<file path="src/rtl/adder_rr_scheduler_pkg.sv">
// Shared types and defaults for the round-robin adder scheduler.
package adder_sched_pkg;

  typedef enum logic [0:0] {
    EMPTY = 1'b0,
    FULL  = 1'b1
  } state_e;

  localparam int N_REQ_DEF = 4;
  localparam int WIDTH_DEF = 8;
  localparam int CNT_W_DEF = 16;

  function automatic int idx_w(input int n);
    return $clog2(n);
  endfunction

endpackage

</file>
<file path="src/rtl/adder_rr_scheduler_if.sv">
// Requester and result handshake bundle for adder_rr_scheduler.
interface adder_rr_scheduler_if
  import adder_sched_pkg::*;
#(
  parameter int N_REQ = N_REQ_DEF,
  parameter int WIDTH = WIDTH_DEF,
  parameter int CNT_W = CNT_W_DEF
) ();
  localparam int IW = idx_w(N_REQ);

  logic [N_REQ-1:0]            req_valid;
  logic [N_REQ-1:0]            req_ready;
  logic [N_REQ-1:0][WIDTH-1:0] req_a;
  logic [N_REQ-1:0][WIDTH-1:0] req_b;
  logic                        res_valid;
  logic                        res_ready;
  logic [WIDTH-1:0]            res_sum;
  logic                        res_carry;
  logic [IW-1:0]               res_id;
  logic [CNT_W-1:0]            op_count;

  modport master (
    output req_valid, req_a, req_b, res_ready,
    input  req_ready, res_valid, res_sum, res_carry, res_id, op_count
  );

  modport slave (
    input  req_valid, req_a, req_b, res_ready,
    output req_ready, res_valid, res_sum, res_carry, res_id, op_count
  );
endinterface

</file>
<file path="src/rtl/adder_rr_scheduler_rr_arbiter.sv">
// Combinational round-robin arbiter: first set req bit at or above ptr, wrapping.
module rr_arbiter
  import adder_sched_pkg::*;
#(
  parameter int N_REQ = N_REQ_DEF,
  parameter int IW    = idx_w(N_REQ)
) (
  input  logic [N_REQ-1:0] req,
  input  logic [IW-1:0]    ptr,
  output logic [N_REQ-1:0] grant,
  output logic [IW-1:0]    grant_idx
);
  logic          found;
  logic [IW-1:0] idx;

  // N_REQ is a power of two, so IW-bit addition wraps modulo N_REQ for free.
  always_comb begin
    grant     = '0;
    grant_idx = '0;
    found     = 1'b0;
    idx       = '0;
    for (int k = 0; k < N_REQ; k++) begin
      idx = ptr + IW'(k);
      if (!found && req[idx]) begin
        found      = 1'b1;
        grant[idx] = 1'b1;
        grant_idx  = idx;
      end
    end
  end
endmodule

</file>
<file path="src/rtl/adder_rr_scheduler.sv">
// One registered adder shared by N_REQ requesters via round-robin, with a
// single-entry result register and a saturating consumed-op counter.
module adder_rr_scheduler
  import adder_sched_pkg::*;
#(
  parameter int N_REQ = N_REQ_DEF,
  parameter int WIDTH = WIDTH_DEF,
  parameter int CNT_W = CNT_W_DEF
) (
  input  logic                  clk,
  input  logic                  rst,
  adder_rr_scheduler_if.slave   bus
);
  localparam int IW = idx_w(N_REQ);

  state_e           state_q, state_d;
  logic [IW-1:0]    ptr_q, ptr_d;
  logic [WIDTH-1:0] sum_q, sum_d;
  logic             carry_q, carry_d;
  logic [IW-1:0]    id_q, id_d;
  logic [CNT_W-1:0] cnt_q, cnt_d;

  logic [N_REQ-1:0] grant;
  logic [IW-1:0]    grant_idx;
  logic             consume, slot_free, accept;
  logic [WIDTH:0]   add_res;

  rr_arbiter #(.N_REQ(N_REQ), .IW(IW)) u_arb (
    .req       (bus.req_valid),
    .ptr       (ptr_q),
    .grant     (grant),
    .grant_idx (grant_idx)
  );

  // A full slot being drained this cycle can take a new operand pair: no bubble.
  assign consume       = (state_q == FULL) && bus.res_ready;
  assign slot_free     = (state_q == EMPTY) || consume;
  assign bus.req_ready = (slot_free && !rst) ? grant : '0;
  assign accept        = |bus.req_ready;
  assign add_res       = {1'b0, bus.req_a[grant_idx]} + {1'b0, bus.req_b[grant_idx]};

  always_comb begin
    state_d = state_q;
    ptr_d   = ptr_q;
    sum_d   = sum_q;
    carry_d = carry_q;
    id_d    = id_q;
    cnt_d   = cnt_q;
    if (accept) begin
      state_d = FULL;
      ptr_d   = grant_idx + IW'(1);
      sum_d   = add_res[WIDTH-1:0];
      carry_d = add_res[WIDTH];
      id_d    = grant_idx;
    end else if (consume) begin
      state_d = EMPTY;
    end
    if (consume && (cnt_q != '1)) cnt_d = cnt_q + CNT_W'(1);
  end

  always_ff @(posedge clk) begin
    if (rst) begin
      state_q <= EMPTY;
      ptr_q   <= '0;
      sum_q   <= '0;
      carry_q <= 1'b0;
      id_q    <= '0;
      cnt_q   <= '0;
    end else begin
      state_q <= state_d;
      ptr_q   <= ptr_d;
      sum_q   <= sum_d;
      carry_q <= carry_d;
      id_q    <= id_d;
      cnt_q   <= cnt_d;
    end
  end

  assign bus.res_valid = (state_q == FULL);
  assign bus.res_sum   = sum_q;
  assign bus.res_carry = carry_q;
  assign bus.res_id    = id_q;
  assign bus.op_count  = cnt_q;
endmodule

</file>
<file path="src/flat_wrapper.sv">
// flat-port wrapper written by rule: the top's interface ports become plain ports
module adder_rr_scheduler_flat import adder_sched_pkg::*;
#(
  parameter int N_REQ = N_REQ_DEF,
  parameter int WIDTH = WIDTH_DEF,
  parameter int CNT_W = CNT_W_DEF
)
  (clk, rst, bus_req_valid, bus_req_a, bus_req_b, bus_res_ready, bus_req_ready, bus_res_valid, bus_res_sum, bus_res_carry, bus_res_id, bus_op_count);
  adder_rr_scheduler_if #(.N_REQ(N_REQ), .WIDTH(WIDTH), .CNT_W(CNT_W)) bus_i ();
  input  logic clk;
  input  logic rst;
  input wire logic [$bits(bus_i.req_valid)-1:0] bus_req_valid;
  input wire logic [$bits(bus_i.req_a)-1:0] bus_req_a;
  input wire logic [$bits(bus_i.req_b)-1:0] bus_req_b;
  input wire logic [$bits(bus_i.res_ready)-1:0] bus_res_ready;
  output wire logic [$bits(bus_i.req_ready)-1:0] bus_req_ready;
  output wire logic [$bits(bus_i.res_valid)-1:0] bus_res_valid;
  output wire logic [$bits(bus_i.res_sum)-1:0] bus_res_sum;
  output wire logic [$bits(bus_i.res_carry)-1:0] bus_res_carry;
  output wire logic [$bits(bus_i.res_id)-1:0] bus_res_id;
  output wire logic [$bits(bus_i.op_count)-1:0] bus_op_count;
  assign bus_i.req_valid = bus_req_valid;
  assign bus_i.req_a = bus_req_a;
  assign bus_i.req_b = bus_req_b;
  assign bus_i.res_ready = bus_res_ready;
  assign bus_req_ready = bus_i.req_ready;
  assign bus_res_valid = bus_i.res_valid;
  assign bus_res_sum = bus_i.res_sum;
  assign bus_res_carry = bus_i.res_carry;
  assign bus_res_id = bus_i.res_id;
  assign bus_op_count = bus_i.op_count;
  adder_rr_scheduler #(.N_REQ(N_REQ), .WIDTH(WIDTH), .CNT_W(CNT_W)) u_core (.clk(clk), .rst(rst), .bus(bus_i));
endmodule
</file>
<file path="config.mk">
export PLATFORM = sky130hd
export DESIGN_NAME = adder_rr_scheduler_flat
export DESIGN_NICKNAME = d
export VERILOG_FILES = /design/src/rtl/adder_rr_scheduler_pkg.sv /design/src/rtl/adder_rr_scheduler_if.sv /design/src/rtl/adder_rr_scheduler_rr_arbiter.sv /design/src/rtl/adder_rr_scheduler.sv /design/src/flat_wrapper.sv
export SDC_FILE = /design/constraint.sdc
export NUM_CORES = 1
export LEC_CHECK = 0
export CAP_MARGIN = 5
export CORE_ASPECT_RATIO = 1.2
export CORE_UTILIZATION = 45
export DETAILED_ROUTE_END_ITERATION = 12
export PLACE_DENSITY = 0.9
export SYNTH_ARGS = -nofsm -noshare
export SYNTH_HDL_FRONTEND = slang
export SYNTH_SLANG_ARGS = --single-unit
</file>
<file path="constraint.sdc">
create_clock -name clk -period 5.3 [get_ports clk]
set_input_delay 0.795 -clock clk [delete_from_list [all_inputs] [get_ports clk]]
set_output_delay 0.795 -clock clk [all_outputs]
set_load 0.02 [all_outputs]
</file>
**Yosys cells after proc, flatten, opt, wreduce, memory -nomap -nowiden**

Cells that the tools add are included.

- $add $sub $neg: 6
- Magnitude comparators: 9
- Eq/ne operators: 1
- Multiplexer cells: 34
- Bitwise operators: 4
- Reductions and logical operators: 17

Operators by type and width:

| kind | number |
|---|---|
| 8-bit binary-select mux with 2-bit select | 2 |
| 4-bit two-way mux | 5 |
| 16-bit by 1-bit adder with 16-bit output, second input constant | 1 |
| 8-bit two-way mux | 2 |
| 16-bit != test, second input constant | 1 |
| 2-bit by 3-bit < comparator with 1-bit output, second input constant | 5 |
| 1-bit two-way mux | 13 |
| 4-bit OR | 3 |
| 1-bit logical AND | 10 |
| 8-bit by 8-bit adder with 9-bit output | 1 |
| 1-bit binary-select mux with 2-bit select | 4 |
| 1-bit demux with 2-bit select | 4 |
| 2-bit by 1-bit greater-or-equal comparator with 1-bit output, second input constant | 4 |
| 2-bit two-way mux | 4 |
| 2-bit by 1-bit adder with 2-bit output, second input constant | 2 |
| 2-bit adder, second input constant | 2 |
| 1-bit zero test | 4 |
| 4-bit OR reduction | 1 |
| 2-bit nonzero test | 1 |
| 1-bit logical OR | 1 |
| 1-bit inverter | 1 |

- Flip-flop bits (word level): 30
- Input port bits: 71
- Output and inout port bits: 32

**Logic depth before layout (Yosys ltp)**

Gate-level depths: netlist of run 1.

- Depth in word-level cells: 15
- Mapped depth: 20
- Depth with buffers taken out: 16

**Modules after synthesis**

Synthesis of run 1 repeated with hierarchy kept, for this count alone.

- Cells, all modules: 286
- Area, all modules: 2648.8 µm²

By module, submodules not included:

| module | instances | cells each | area each (µm²) |
|---|---|---|---|
| adder_rr_scheduler | 1 | 221 | 2159.6 |
| rr_arbiter | 1 | 65 | 489.2 |

**Worst setup path after synthesis of run 1**

OpenSTA, ideal clock, no wires.

- Path type: flip-flop to flip-flop
- Start point: register u_core.ptr_q[0]
- End point: register u_core.carry_q (netlist: u_core.bus.res_carry)
- Arrival: 4.311 ns
- Data required time: 5.180 ns
- Slack: 0.869 ns
- Cell stages (with the launch flop): 21
- Buffers on the path: 4
- Clock period less this slack: 4.431 ns
- Cells stage by stage: dfxtp_1 > buf_2 > inv_1 > ha_1 > buf_2 > nand2b_1 > a21oi_1 > o21bai_1 > a211oi_1 > buf_2 > buf_2 > mux2i_1 > mux2i_1 > ha_1 > fa_1 > a21o_1 > a21oi_1 > nor2_1 > o311ai_0 > o2bb2ai_1 > mux2i_1

- Longest elaborated chain between the ends: 15
- Elaborated cells between the ends (all ways): 58
- Those cells by class: add/sub (4); order compare (8); mux (32); bitwise (3); reduce/logical (11)

RTL lines:

| item | line | RTL |
|---|---|---|
| from (decl) | adder_rr_scheduler.sv:17 | `logic [IW-1:0] ptr_q, ptr_d;` |
| from (signal assigned) | adder_rr_scheduler.sv:71 | `ptr_q <= ptr_d;` |
| parallel branches: the longest is 15 deep, another holds 2-bit by 1-bit adder with 2-bit output | -- |  |
| to (signal assigned) | adder_rr_scheduler.sv:73 | `carry_q <= carry_d;` |
| to (decl) | adder_rr_scheduler.sv:19 | `logic carry_q, carry_d;` |

Parallel ways; which one is timed is not known. The select of a mux whose other input is x is not followed.
A chain may end at the register's enable or synchronous reset.

**Worst setup path in the final report of run 1**

- Start point: register u_core.ptr_q[1]
- End point: register u_core.carry_q (netlist: u_core.bus.res_carry)

Same word-level chain as after synthesis.

==> results of run 1 <==
-- worst reg2reg max path: cells and delay by family (launching register included) --
| kind | cells | cell delay [ps] |
|---|---|---|
| AND/OR/NAND/NOR | 1 | 70 |
| flip-flops | 1 | 580 |
| buffers and inverters | 1 | 250 |
| AO/OA/AOI/OAI | 5 | 1650 |
| multiplexers | 3 | 960 |
| adder cells (fa/ha/maj) | 3 | 1230 |
-- routing by layer --
layer	wire length, um	share of wire [%]	vias to the layer above	track usage, %
met5	0	0	-	0
met4	134	2.0	0	6.95
met3	360	5.5	13	4.30
met2	3470	53	97	39.3
met1	2610	40	1192	24.1
li1	-	-	1289	-
-- registers in the layout, summed over array words and instances (netlist names) --
name and cells:
u_core.ptr_q 2, u_core.bus.res_id 2, u_core.bus.op_count 16, u_core.bus.res_sum 8, u_core.bus.res_carry 1, u_core.bus.res_valid 1
-- stage by stage --
stage               instance area, um^2  total power [uW]  worst slack [ps]  utilization, %
global route                       3900              2410               102            68.8
finish                             3900              2220               458            68.8
CTS                                3860              2190               260            68.1
global placement                   3770              1930               586            66.5
floorplan                          2670              1590               869               -
detailed placement                 3770              1990               261            66.5
-- worst paths after layout --
| check | startpoint | cells past startpoint | slack (ps) | to |
|---|---|---|---|---|
| min | u_core.bus.res_id[0]$_SDFFE_PP0P_ | 2 | 480 | u_core.bus.res_id[0]$_SDFFE_PP0P_ |
| max | u_core.ptr_q[1]$_SDFFE_PP0P_ | 13 | 460 | u_core.bus.res_carry$_SDFFE_PP0P_ |
| min reg2reg | u_core.bus.res_id[0]$_SDFFE_PP0P_ | 2 | 480 | u_core.bus.res_id[0]$_SDFFE_PP0P_ |
| max reg2reg | u_core.ptr_q[1]$_SDFFE_PP0P_ | 13 | 460 | u_core.bus.res_carry$_SDFFE_PP0P_ |
-- cell usage in the layout, fill, tap and decap left out, types with 11 or more instances in the layout --
master,instances
dfxtp_1,29
nand2b_1,11
a21oi_1,12
nand2_1,11
nor2_1,27
xor2_1,13
mux2i_1,61
ha_1,16
clkdlybuf4s50_1,102
-- timing repair --
action	4_1_cts	5_1_grt
hold buffers	0	0
setup buffers	0	3
endpoints found under the setup margin	0	2
resized for setup	0	1
-- cell families after synthesis --
kind of cell	count (synthesis)	share of synthesized area (%)
DFF	30	22.5
muxes	68	27.1
and+or+nand+nor	95	19.5
AOI/OAI and AO/OA	47	12.6
adders and majority gates	17	8.26
xor gates and xnor gates	18	5.92
buffers and inverters	24	4.08
-- layout make-up --
cell class                 instances  area (um^2)
clock buffer                       6         82.6
clock inverter                     2         12.5
fill                             450         1770
inverter                           7         26.3
multi-input combinational        245         1980
sequential                        30          602
tap                               80          100
timing repair buffer             110         1090
-- report_power, final --
part           switching [uW]  internal [uW]  total (uW)
Sequential               55.4            283         339
Combinational             840            852        1690
Clock                    89.9            104         194
Total                     985           1240        2220
==> summary.txt, run 1 <==
Finish
  • Final net count: 487
  • Ant. Diodes: 0
  • Syn-to-layout area delta: 46.3%
  • Non-Filler Instances: 480
  • Layout cells sized above 1: 7.50%

Timing
  • Fin. Hold Viols: 0
  • Hold WS: 479 ps
  • Setup TNS: 0 ps
  • Final Slew Violations: 0
  • Final Skew: 12.0 ps
  • Max Clock Freq: 0.207 GHz
  • Measured slew at the worst slew-check pin: 740 ps
  • Period utilisation layout: 91.4%
  • Post-route minimum period: 4840 ps
  • Final setup fails: 0
  • RSZ-0062 raised after global routing: false
  • Max-slew headroom: 50.1%

Routing
  • WL final: 6580 um
  • Residual DRC: 0
  • DRT antenna net count: 0
  • DR WL/cell: 13.7 um
  • Starting DRC count in detailed routing: 89
  • Vias per std cell: 5.40
  • Via count: 2591
  • DR pass1 iterations: 5

CTS
  • Clk buf depth: 2
  • CTS buffer count: 5
  • Clock sinks: 30
  • TritonCTS clock tree: yes
  • CTS clock-pin slew for the worst setup and hold paths: 70 ps
  • Root Buffer: clkbuf_8
  • Clock Latency Late Sink: 290 ps
  • H-tree level count: 2

Synthesis
  • Sequential share of the synthesized area: 22.5%
  • Netlist cell types: 50
  • Top_reg_cell synth: dfxtp_1
  • Post-synth EDFFs: 0
  • Syn_nets: 387
  • Yosys warns: 0
  • Most common cell in the netlist: mux2i_1
  • Post-synth top cells: 61 x mux2i_1, 30 x dfxtp_1, 27 x nor2_1
  • Ys async rst share: 0%
  • Synth area leader: mux2i_1
  • Synth top area cells: mux2i_1 23%, dfxtp_1 23%, ha_1 7.5%
  • Mean Syn Cell Area: 8.91 um^2
  • Post-Syn Instances: 299
  • Top cell type's share of synthesized area: 22.9%
  • Synth Register Bits: 30
  • Netlist Area Pre-Place: 2670 um^2

Die
  • Core area: 5670 um^2
  • DIE HEIGHT: 86.3 um
  • Initial Utilization: 47.0%
  • Die area: 6240 um^2
  • Die Width: 72.3 um
  • Rows: 30
  • Top Ports: 103

Placement
  • HPWL after detailed placement: 5200 um
  • Placed Cells: 469
  • Gpl congestion: 0.837
  • I/O Buffers: 102

Global routing
  • Largest net degree at the start of global routing: 26
  • Vias in the first global route: 2488
  • Gr usage total: 21.3%
  • GRT Residual Overflow: 0
  • Global-route wire length before repair: 10800 um
  • Initial antenna violation count: 0

Setup path
  • Crit end category: register
  • Arr. time, crit path: 5010 ps
  • CP startpoint kind: register
  • Buf+Inv Stages, Crit Path: 1
  • CP delay by family, top: compound AO/OA/AOI/OAI gates
  • Critical-path cell list: inv_1 -> ha_1 -> mux4_2 -> o31ai_4 -> mux2i_1 -> ha_1 -> fa_1 -> a21o_1 -> a21oi_1 -> nor2_1 -> o311ai_0 -> o2bb2ai_1 -> mux2i_1
  • Required @ worst endpoint: 5470 ps
  • Worst Path Class, Setup: reg2reg
  • CP max stage cell: mux4_2
  • Crit-path max cell delay: 670 ps
  • Worst-path fanout max: 12

Power
  • Lkg Pwr: 0.00169 uW
  • Maximum VDD drop: 0.360 mV
  • Power per cell area: 571 nW/um^2

Min path
  • Worst min path class: reg2reg

Run status
  • Status: finished clean

Job
  • Max Cap Viol: 0
Note: power is estimated with default switching activity, not from simulation.
==> run 2, diff against run 1 <==
Settings changed: CORE_ASPECT_RATIO 1.2 to unset, CTS_BUF_LIST set to sky130_fd_sc_hd__clkbuf_4 sky130_fd_sc_hd__clkbuf_8 sky130_fd_sc_hd__clkbuf_16.
==> summary.txt, run 2 (synthesized netlist as in run 1, its figures left out) <==
Finish
  • Non-Filler Instances: 468 (-2.5%)
  • Final net count: 484 (-0.62%)
  • Commonest non-fill, non-tap cells in the layout: 102 x clkdlybuf4s50_1, 61 x mux2i_1, 30 x dfxtp_1
  • Commonest non-fill, non-tap cell in the layout: clkdlybuf4s50_1
  • Layout cells sized above 1: 6.31% (-1.2 points)
  • # fillers: 457 (+1.6%)
  • Util after Layout: 69.0% (+0.22 points)
  • Multi-input gate area in the final layout: 1980 um^2 (unchanged)
  • Ant. Diodes: 0 (unchanged)
  • Syn-to-layout area delta: 45.2%
  • FF+latch area: 601 um^2 (-0.21%)
  • Design Area, Final: 3870 um^2 (-0.74%)
  • Max FFs per register: 16 (unchanged)

Routing
  • WL final: 6960 um (+5.8%)
  • DRT antenna net count: 0 (unchanged)
  • DR WL/cell: 14.9 um (+8.5%)
  • Via count: 2644 (+2.0%)
  • Vias per std cell: 5.65 (+4.7%)
  • Residual DRC: 0 (unchanged)
  • DR pass1 iterations: 4 (-1)
  • Starting DRC count in detailed routing: 110 (+24%)

Die
  • DIE HEIGHT: 79.0 um (-8.5%)
  • Rows: 27 (-10%)
  • Core area: 5610 um^2 (-1.1%)
  • Initial Utilization: 47.5% (+0.50 points)
  • Top Ports: 103 (unchanged)
  • Die area: 6230 um^2 (about the same)
  • Die Width: 79.0 um (+9.3%)

Timing
  • Fin. Hold Viols: 0 (unchanged)
  • Setup WS post-layout: 411 ps (-46.8 ps)
  • Max Clock Freq: 0.205 GHz (-0.96%)
  • Final setup fails: 0 (unchanged)
  • Final Slew Violations: 0 (unchanged)
  • Measured slew at the worst slew-check pin: 628 ps (-112 ps)
  • Period utilisation layout: 92.2% (+0.88 points)
  • Post-route minimum period: 4890 ps (+46.8 ps)
  • RSZ-0062 raised after global routing: false
  • Final Skew: 3.99 ps (-7.99 ps)
  • Max-slew headroom: 57.7% (+7.5 points)
  • Setup TNS: 0 ps (unchanged)

CTS
  • Hold buffers post-CTS: 0 (unchanged)
  • Clk buf depth: 2 (unchanged)
  • CTS clock-pin slew for the worst setup and hold paths: 60 ps (about the same)
  • Root Buffer: clkbuf_8
  • TritonCTS clock tree: yes
  • Post-CTS Setup Inserts: 0 (unchanged)
  • Clock Latency Late Sink: 280 ps (about the same)
  • H-tree level count: 2 (unchanged)
  • CTS buffer count: 5 (unchanged)
  • Resized cells post-CTS: 0 (unchanged)
  • Clock sinks: 30 (unchanged)

Setup path
  • Worst-path fanout max: 19 (+7)
  • Required @ worst endpoint: 5470 ps (about the same)
  • Worst Path Class, Setup: reg2reg
  • Crit end category: register
  • CP startpoint kind: register
  • Arr. time, crit path: 5060 ps (+50 ps)

Placement
  • Pre-CTS setup slack: 413 ps (+152 ps)
  • HPWL after detailed placement: 5580 um (+7.3%)
  • Gpl congestion: 0.840 (+0.31%)
  • Placed Cells: 461 (-1.7%)
  • I/O Buffers: 102 (unchanged)
  • Placement Cell Area: 3760 um^2 (-0.27%)

Run status
  • Status: finished clean

Power
  • Lkg Pwr: 0.00168 uW (-0.53%)
  • Maximum VDD drop: 0.390 mV (+8.5%)
  • Switching Power: 981 uW (-0.43%)
  • Reg power frac: 15.2% (about the same)
  • Power share of the combinational group: 74.3% (-1.8 points)
  • Power per cell area: 577 nW/um^2 (+1.2%)
  • Internal power: 1250 uW (+1.1%)
  • Clk pwr share: 10.5% (+1.8 points)
  • Switching share of power: 43.9% (-0.38 points)

Global routing
  • Largest net degree at the start of global routing: 20 (-23%)
  • Gr usage total: 23.4% (+2.1 points)
  • Met1 usage: 25.4% (+1.2 points)
  • Initial antenna violation count: 0 (unchanged)
  • Global-route wire length before repair: 11500 um (+6.6%)
  • GRT Residual Overflow: 0 (unchanged)
  • Vias in the first global route: 2636 (+5.9%)
  • Met3 global-route usage: 5.17% (+0.87 points)
  • GR peak layer: met2
  • Met2 Use GR: 44.3% (+5.0 points)

Job
  • Max Cap Viol: 0 (unchanged)

Min path
  • Worst min path class: reg2reg
==> run 2: changes by cell type in the layout (fill, tap and decap cells not counted), sizes merged <==
cell / change
clkinvlp: -1
clkinv: -1
bufinv: +1
buf: -3
==> run 2: area by class of cell <==
type | instances | share of cell area [%]
multi-input cells | 245 | 51.2
clock buffers | 6 | 2.13
clock inverters | 1 | 0.776
well taps | 72 | 2.33
flip-flops and latches | 30 | 15.5
repair buffers | 107 | 27.4
inverters | 7 | 0.679
==> run 2: critical path: stages, from the launching register on <==
cell	delay, ps
dfxtp_1	720
inv_1	240
ha_1	580
mux4_2	670
o31ai_4	560
mux2i_1	170
ha_1	260
fa_1	420
a21o_1	190
a21oi_1	260
nor2_1	60
o311ai_0	390
o2bb2ai_1	170
mux2i_1	80
==> run 2: path summary, 6_finish.rpt <==
| path | start | end | slack, ps | cells past startpoint |
|---|---|---|---|---|
| worst min register to register | u_core.bus.res_sum[4]$_SDFFE_PP0P_ | u_core.bus.res_sum[4]$_SDFFE_PP0P_ | 480 | 2 |
| worst max-delay path | u_core.ptr_q[0]$_SDFFE_PP0P_ | u_core.bus.res_carry$_SDFFE_PP0P_ | 410 | 13 |
| worst min-delay path | u_core.bus.res_sum[4]$_SDFFE_PP0P_ | u_core.bus.res_sum[4]$_SDFFE_PP0P_ | 480 | 2 |
| worst max register to register | u_core.ptr_q[0]$_SDFFE_PP0P_ | u_core.bus.res_carry$_SDFFE_PP0P_ | 410 | 13 |
==> run 2: power by group through the flow <==
stage	clock, uW	combinational, uW	sequential, uW
finish	234	1660	340
global route	248	1830	348
CTS	239	1660	340
detailed placement	0	1660	345
global placement	0	1590	340
floorplan	0	1220	367
==> run 2: routing by layer <==
metal / routed length, um / vias up
li1: - / 1290
met1: 2700 / 1220
met2: 3700 / 122
met3: 434 / 12
met4: 120 / 0
met5: 0 / -
==> run 2: stage by stage <==
| stage | hold WS [ps] | power, uW |
|---|---|---|
| finish | 483 | 2230 |
| global route | 520 | 2430 |
| CTS | 485 | 2240 |
| detailed placement | 475 | 2000 |
| global placement | 468 | 1930 |
| floorplan | 549 | 1590 |
==> run 3, diff against run 2 <==
Settings changed: CORE_UTILIZATION 45 to 47, PLACE_DENSITY 0.9 to 0.93.
Clock period 5.3 ns to 5.9 ns, I/O delays scaled along.
==> summary.txt, run 3 (synthesized netlist as in run 1, its figures left out) <==
Finish
  • Ant. Diodes: 0 (unchanged)
  • Commonest non-fill, non-tap cells in the layout: 102 x clkdlybuf4s50_1, 61 x mux2i_1, 30 x dfxtp_1
  • Commonest non-fill, non-tap cell in the layout: clkdlybuf4s50_1
  • Non-Filler Instances: 467 (-0.21%)
  • Max FFs per register: 16 (unchanged)
  • # fillers: 430 (-5.9%)
  • Final net count: 483 (-0.21%)
  • Layout cells sized above 1: 6.08% (-0.24 points)
  • Syn-to-layout area delta: 44.9%

CTS
  • Clk buf depth: 2 (unchanged)
  • TritonCTS clock tree: yes
  • Clock sinks: 30 (unchanged)
  • H-tree level count: 2 (unchanged)
  • Root Buffer: clkbuf_8
  • CTS clock-pin slew for the worst setup and hold paths: 60 ps (about the same)
  • Resized cells post-CTS: 0 (unchanged)
  • Post-CTS Setup Inserts: 0 (unchanged)
  • Hold buffers post-CTS: 0 (unchanged)
  • Clock Latency Late Sink: 280 ps (about the same)
  • CTS buffer count: 5 (unchanged)

Die
  • Top Ports: 103 (unchanged)
  • Initial Utilization: 48.7% (+1.2 points)
  • Die area: 5980 um^2 (-4.1%)
  • Core area: 5470 um^2 (-2.4%)
  • DIE HEIGHT: 77.3 um (-2.1%)
  • Rows: 27 (unchanged)
  • Die Width: 77.3 um (-2.1%)

Setup path
  • CP startpoint kind: register
  • Worst-path fanout max: 19 (unchanged)
  • Worst Path Class, Setup: reg2reg
  • Crit end category: register
  • Arr. time, crit path: 5420 ps (+360 ps)
  • Required @ worst endpoint: 6030 ps (+560 ps)

Placement
  • Placed Cells: 460 (-0.22%)
  • Gpl congestion: 0.838 (-0.23%)
  • HPWL after detailed placement: 5480 um (-1.7%)
  • I/O Buffers: 102 (unchanged)

Global routing
  • Global-route wire length before repair: 11600 um (+0.84%)
  • Gr usage total: 24.1% (+0.68 points)
  • Largest net degree at the start of global routing: 20 (unchanged)
  • Initial antenna violation count: 0 (unchanged)
  • GRT Residual Overflow: 0 (unchanged)
  • Vias in the first global route: 2650 (+0.53%)

Routing
  • DR WL/cell: 14.6 um (-1.8%)
  • Starting DRC count in detailed routing: 119 (+8.2%)
  • DR pass1 iterations: 4 (unchanged)
  • Residual DRC: 0 (unchanged)
  • WL final: 6820 um (-2.0%)
  • Vias per std cell: 5.66 (+0.10%)
  • DRT antenna net count: 0 (unchanged)
  • Via count: 2641 (-0.11%)

Run status
  • Status: finished clean

Timing
  • Fin. Hold Viols: 0 (unchanged)
  • RSZ-0062 raised after global routing: false
  • Measured slew at the worst slew-check pin: 1060 ps (+433 ps)
  • Period utilisation layout: 89.7% (-2.6 points)
  • Final setup fails: 0 (unchanged)
  • Setup TNS: 0 ps (unchanged)
  • Final Slew Violations: 0 (unchanged)
  • Post-route minimum period: 5290 ps (+402 ps)
  • Max-slew headroom: 28.7% (-29 points)
  • Max Clock Freq: 0.189 GHz (-7.6%)
  • Final Skew: 3.38 ps (-0.614 ps)

Job
  • Max Cap Viol: 0 (unchanged)

Min path
  • Worst min path class: reg2reg

Power
  • Lkg Pwr: 0.00168 uW (-0.27%)
  • Maximum VDD drop: 0.406 mV (+3.9%)
  • Power per cell area: 518 nW/um^2 (-10%)
run 3: power by group:
group          total, uW  switching, uW  internal (uW)
Clock                213           78.1            135
Sequential           303           48.8            254
Combinational       1480            754            731
Total               2000            881           1120
run 3: worst paths after layout:
kind                                                         from                           endpoint  slack, ps  cells past startpoint
worst max-delay path                 u_core.ptr_q[0]$_SDFFE_PP0P_  u_core.bus.res_carry$_SDFFE_PP0P_        610                     16
worst min-delay path            u_core.bus.res_id[0]$_SDFFE_PP0P_  u_core.bus.res_id[0]$_SDFFE_PP0P_        480                      2
worst max register to register       u_core.ptr_q[0]$_SDFFE_PP0P_  u_core.bus.res_carry$_SDFFE_PP0P_        610                     16
worst min register to register  u_core.bus.res_id[0]$_SDFFE_PP0P_  u_core.bus.res_id[0]$_SDFFE_PP0P_        480                      2
run 3: area by class of cell:
cell class	count	area [um^2]	area share (%)
Multi-Input combinational cell	245	1980	51.3
Clock buffer	6	82.6	2.14
Inverter	7	26.3	0.680
Tap cell	72	90.1	2.33
Clock inverter	1	30.0	0.777
Sequential cell	30	601	15.5
Timing Repair Buffer	106	1050	27.2
run 3: critical path, stage by stage, from the launching register on:
cell and delay [ps]:
dfxtp_1 720, inv_1 220, ha_1 570, nand2b_1 180
a21oi_1 90, o21bai_1 220, a211oi_4 730, buf_4 280
mux2i_1 210, mux2i_1 140, fa_1 490, a21o_1 210
a21oi_1 290, nor2_1 90, o311ai_0 450, o2bb2ai_1 170
mux2i_1 80
run 3: per-layer routing:
layer / global-route usage [%] / up-vias / routed length, um
met4: 9.06 / 0 / 177
met1: 26.4 / 1231 / 2700
met5: 0 / - / 0
met2: 44.2 / 110 / 3520
met3: 5.71 / 17 / 420
li1: - / 1283 / -
run 3: stage by stage:
stage               setup slack, ps  total power (uW)  util (%)  hold WS, ps  area [um^2]
floorplan                      1470              1430         -          549         2670
global placement                967              1720      68.5          463         3750
detailed placement              646              1780      68.5          471         3750
CTS                             638              2000      70.6          486         3860
global route                    135              2160      70.6          505         3860
finish                          609              2000      70.6          479         3860
